===== src/rtl/bit_sequencer8.sv =====
// bit_sequencer8: takes one packed WIDTH-bit word on a valid/ready port and
// issues it one bit per accepted beat with its bit index and a last flag.
// WIDTH must be at least 2.
// LSB_FIRST selects the issue order (0..WIDTH-1 or WIDTH-1..0).
// ZERO_SKIP limits the beats to the bits that are set.
// Every output is a register, so there is no combinational path from in_* to out_*.
module bit_sequencer8 #(
    parameter int WIDTH     = 8,
    parameter int LSB_FIRST = 1,
    parameter int ZERO_SKIP = 0
) (
    input  logic                       clk,
    input  logic                       rst,
    input  logic                       in_valid,
    output logic                       in_ready,
    input  logic [WIDTH-1:0]           in_data,
    output logic                       out_valid,
    input  logic                       out_ready,
    output logic                       out_bit,
    output logic [$clog2(WIDTH)-1:0]   out_idx,
    output logic                       out_last,
    output logic                       busy,
    output logic                       done
);

    localparam int             IW  = $clog2(WIDTH);
    localparam logic [IW-1:0]  TOP = IW'(WIDTH - 1);
    localparam logic [IW:0]    ONE = (IW+1)'(1);

    typedef enum logic {IDLE, SEQ} state_t;

    state_t           state;
    logic [WIDTH-1:0] word;      // captured word; in_data is ignored while sequencing
    logic [IW-1:0]    nxt_pos;   // issue-order position of the beat after the current one

    logic [IW:0]      cap_first;   // {found, pos} of the first beat of in_data
    logic [IW:0]      cap_second;  // {found, pos} of the beat following cap_first
    logic [IW:0]      adv_next;    // {found, pos} of the beat following nxt_pos

    // Positions count 0..WIDTH-1 in issue order; map a position to a bit index.
    function automatic logic [IW-1:0] pos_to_idx(input logic [IW-1:0] p);
        return (LSB_FIRST != 0) ? p : TOP - p;
    endfunction

    // Find the earliest issue position >= start that produces a beat.
    // Returns {found, pos}; the found bit is clear when nothing remains.
    function automatic logic [IW:0] seek(input logic [WIDTH-1:0] w,
                                         input logic [IW:0]      start);
        logic [IW:0]   res;
        logic [IW-1:0] pw;
        res = '0;
        for (int p = WIDTH - 1; p >= 0; p--) begin
            pw = IW'(p);
            if ((p >= int'(start)) && ((ZERO_SKIP == 0) || w[pos_to_idx(pw)]))
                res = {1'b1, pw};
        end
        return res;
    endfunction

    // Look-ahead on the incoming word and on the held word for the next beat and the last flag.
    always_comb begin
        cap_first  = seek(in_data, '0);
        cap_second = seek(in_data, {1'b0, cap_first[IW-1:0]} + ONE);
        adv_next   = seek(word, {1'b0, nxt_pos} + ONE);
    end

    // Two-state sequencer with registered handshake and beat outputs.
    always_ff @(posedge clk) begin
        if (rst) begin
            state     <= IDLE;
            word      <= '0;
            nxt_pos   <= '0;
            in_ready  <= 1'b1;
            out_valid <= 1'b0;
            out_bit   <= 1'b0;
            out_idx   <= '0;
            out_last  <= 1'b0;
            busy      <= 1'b0;
            done      <= 1'b0;
        end else begin
            done <= 1'b0;
            case (state)
                IDLE: begin
                    if (in_valid) begin
                        word <= in_data;
                        if (cap_first[IW]) begin
                            state     <= SEQ;
                            nxt_pos   <= cap_second[IW-1:0];
                            in_ready  <= 1'b0;
                            out_valid <= 1'b1;
                            out_bit   <= in_data[pos_to_idx(cap_first[IW-1:0])];
                            out_idx   <= pos_to_idx(cap_first[IW-1:0]);
                            out_last  <= ~cap_second[IW];
                            busy      <= 1'b1;
                        end else begin
                            // Zero word with zero skipping: no beats, report completion.
                            done <= 1'b1;
                        end
                    end
                end
                SEQ: begin
                    if (out_ready) begin
                        if (out_last) begin
                            state     <= IDLE;
                            nxt_pos   <= '0;
                            in_ready  <= 1'b1;
                            out_valid <= 1'b0;
                            out_bit   <= 1'b0;
                            out_idx   <= '0;
                            out_last  <= 1'b0;
                            busy      <= 1'b0;
                            done      <= 1'b1;
                        end else begin
                            nxt_pos  <= adv_next[IW-1:0];
                            out_bit  <= word[pos_to_idx(nxt_pos)];
                            out_idx  <= pos_to_idx(nxt_pos);
                            out_last <= ~adv_next[IW];
                        end
                    end
                end
                default: state <= IDLE;
            endcase
        end
    end

endmodule


===== config.mk =====
export PLATFORM = sky130hd
export DESIGN_NAME = bit_sequencer8
export DESIGN_NICKNAME = d
export VERILOG_FILES = /design/src/rtl/bit_sequencer8.sv
export SDC_FILE = /design/constraint.sdc
export NUM_CORES = 1
export LEC_CHECK = 0
export CAP_MARGIN = 20
export CELL_PAD_IN_SITES_DETAIL_PLACEMENT = 0
export CELL_PAD_IN_SITES_GLOBAL_PLACEMENT = 1
export CORE_MARGIN = 2
export CORE_UTILIZATION = 35
export DETAILED_ROUTE_END_ITERATION = 7
export MAX_ROUTING_LAYER = met4
export PLACE_DENSITY_LB_ADDON = 0.12
export SLEW_MARGIN = 20
export SYNTH_ARGS = -nofsm -noshare
export SYNTH_HDL_FRONTEND = slang
export SYNTH_SLANG_ARGS = --single-unit

===== constraint.sdc =====
create_clock -name clk -period 1.8 [get_ports clk]
set_input_delay 0.54 -clock clk [delete_from_list [all_inputs] [get_ports clk]]
set_output_delay 0.54 -clock clk [all_outputs]
set_load 0.05 [all_outputs]

==> flow_summary.yaml <==
setup_path:
  critPathSlowestCell: "dfxtp_1"
  path_max_fanout: 8
  path_cells: "buf_12"
  crit_cells: 1
  cp_top_family: "flip-flops"
  crit_required_ps: 1260
  cp_num_buf_inv: 1
  crit_type: "register to primary output"
  cp-start-kind: "register"
  worstSetupEndpointType: "primary output"
  reg2reg_depth: 3
  cp_slowest_stage_delay_ps: 510
  worstPathArrival_ps: 990
die:
  rows: 18
  ios: 21
  die_y_um: 54.4
  core_area_um2: 2430
  initial_core_util_pct: 36.5
  dieArea_um2: 2960
  chipWidth_um: 54.4
cts:
  clockBufferDepth: 2
  post-cts-setup-buffer-count: 0
  ctsResizeCount: 0
  clk_pin_slew_ps: 110
  htree_num_levels: 1
  cts_buffers: 3
  cts.sinks: 20
  cts_hold_buffers: 0
  cts_root_buf: "clkbuf_4"
  clk_latency_ps: 300
  tritoncts: "yes"
final_layout:
  diodes: 0
  fin_util_pct: 48.0
  final_cells: 154
  layout_common_cells: "21 x nand2_1, 20 x dfxtp_1, 17 x buf_4"
  area_delta_synth_final_pct: 31.5
  layout.nets: 140
  final_common_cell: "nand2_1"
  drive_above_1_share_pct: 19.4
timing:
  finalCritPeriodShare_pct: 85.0
  slew_violations: 0
  holdWs_ps: 462
  slew_headroom_pct: 72.6
  tightest_slew_ps: 400
  rsz0062_at_grt: "no"
  fmax_ghz: 0.654
  period_minus_slack_ps: 1530
  setup_violations: 0
  clock_skew_ps: 3.34
  hold_viol_final: 0
power_and_ir_drop:
  p_leak_nw: 0.474
  vdd_drop_max_mv: 0.602
  p_per_area_nw_per_um2: 776
  p_total_mw: 0.907
status:
  outcome: "complete, no violations"
global_route:
  grt_pass1_vias: 692
  grt_max_degree: 12
  overflow: 0
  grt.total_usage_pct: 15.0
  grt_first_pass_wirelength_um: 3020
  grt_antenna_before_repair: 0
routing:
  wl_met2_um: 844
  vias: 766
  vias_per_cell: 4.97
  wire_per_inst_um: 11.5
  topRoutingLayerUsed: "met4"
  wl_met3_um: 91
  drt_pass1_iterations: 4
  drtIter0Drc: 24
  drc_errors: 0
  wl_um: 1770
  drtAntennaViolNets: 0
  wl_met1_um: 814
placed_design:
  finalWeightedCongestion: 0.710
  place_inst: 150
  io_buffers: 20
  dp_hpwl_um: 1360
synth:
  syn_area_um2: 888
  ys.warnings.count: 0
  ys_seq_area_share_pct: 45.1
  syn_nets: 114
  synthCells: 99
  ys_ff_latch: 20
  synth.distinct_cells: 28
  avgSynthCellArea_um2: 8.97
job:
  drv_cap: 0
min_path:
  hold_class: "register to register"
  whs_path_depth: 2
-- worst paths after layout --
check | start | end | slack (ps)
setup reg to reg | nxt_pos[0] | out_bit | 350
hold reg to reg | word[0] | word[0] | 460
hold / removal | word[0] | word[0] | 460
setup / recovery | out_last | out_last | 270
-- layout make-up --
| cell class | count | area (µm²) |
|---|---|---|
| Fill cell | 254 | 1260 |
| Multi-Input combinational cell | 70 | 433 |
| Sequential cell | 20 | 400 |
| Timing Repair Buffer | 29 | 258 |
| Tap cell | 30 | 37.5 |
| Clock buffer | 4 | 36.3 |
| Inverter | 1 | 3.75 |
-- synthesized netlist by cell type --
master,count,share of area (%)
nand2_1,21,8.9
dfxtp_1,20,45
a21oi_1,13,7.3
nor2_1,7,3.0
buf_4,3,2.5
ha_1,3,4.2
nand3_1,3,1.7
nand3b_1,3,2.5
a22oi_1,2,1.7
a311oi_1,2,2.0
buf_2,2,1.1
clkbuf_1,2,0.85
nor2b_1,2,1.4
o21bai_1,2,1.7
a311oi_2,1,1.7
a31oi_1,1,0.70
a32oi_1,1,0.99
and2b_1,1,0.85
and3b_1,1,0.99
buf_6,1,1.3
inv_1,1,0.42
mux2i_1,1,1.1
mux4_1,1,3.0
mux4_2,1,2.5
nand2b_1,1,0.70
o21ai_0,1,0.56
o21ai_1,1,0.56
or3_1,1,0.70
-- metal layers --
layer / GRT usage [%] / vias to the layer above
met5: - / -
met4: 3.75 / 0
met3: 5.74 / 2
met2: 23.9 / 19
met1: 17.7 / 349
li1: - / 396
-- state kept, by name (all words and copies together) (netlist names) --
name	count
busy	1
done	1
in_ready	1
nxt_pos	3
out_bit	1
out_idx	3
out_last	1
state	1
word	8
-- cells by family after synthesis --
logic type      share of synthesized area, %
mux                                     6.62
simple gates                            20.7
compound gates                          17.2
fa+ha+maj                               4.23
buf+inv                                 6.20
flops                                   45.1
-- through the flow --
step	cell area, µm²	setup TNS, ps	setup WS, ps
3_3_place_gp	1130	-36.2	-17.8
6_report	1170	0	270
5_1_grt	1170	0	178
3_5_place_dp	1130	-15.3	-11.2
2_1_floorplan	888	0	347
4_1_cts	1170	0	256
-- where the power goes --
| group | internal (mW) | leakage (nW) | switching, mW | total, mW |
|---|---|---|---|---|
| logic | 0.0767 | 0.289 | 0.0828 | 0.160 |
| registers | 0.464 | 0.164 | 0.0197 | 0.483 |
| clock network | 0.123 | 0.0210 | 0.140 | 0.264 |
Note: power is estimated with default switching activity, not from simulation.
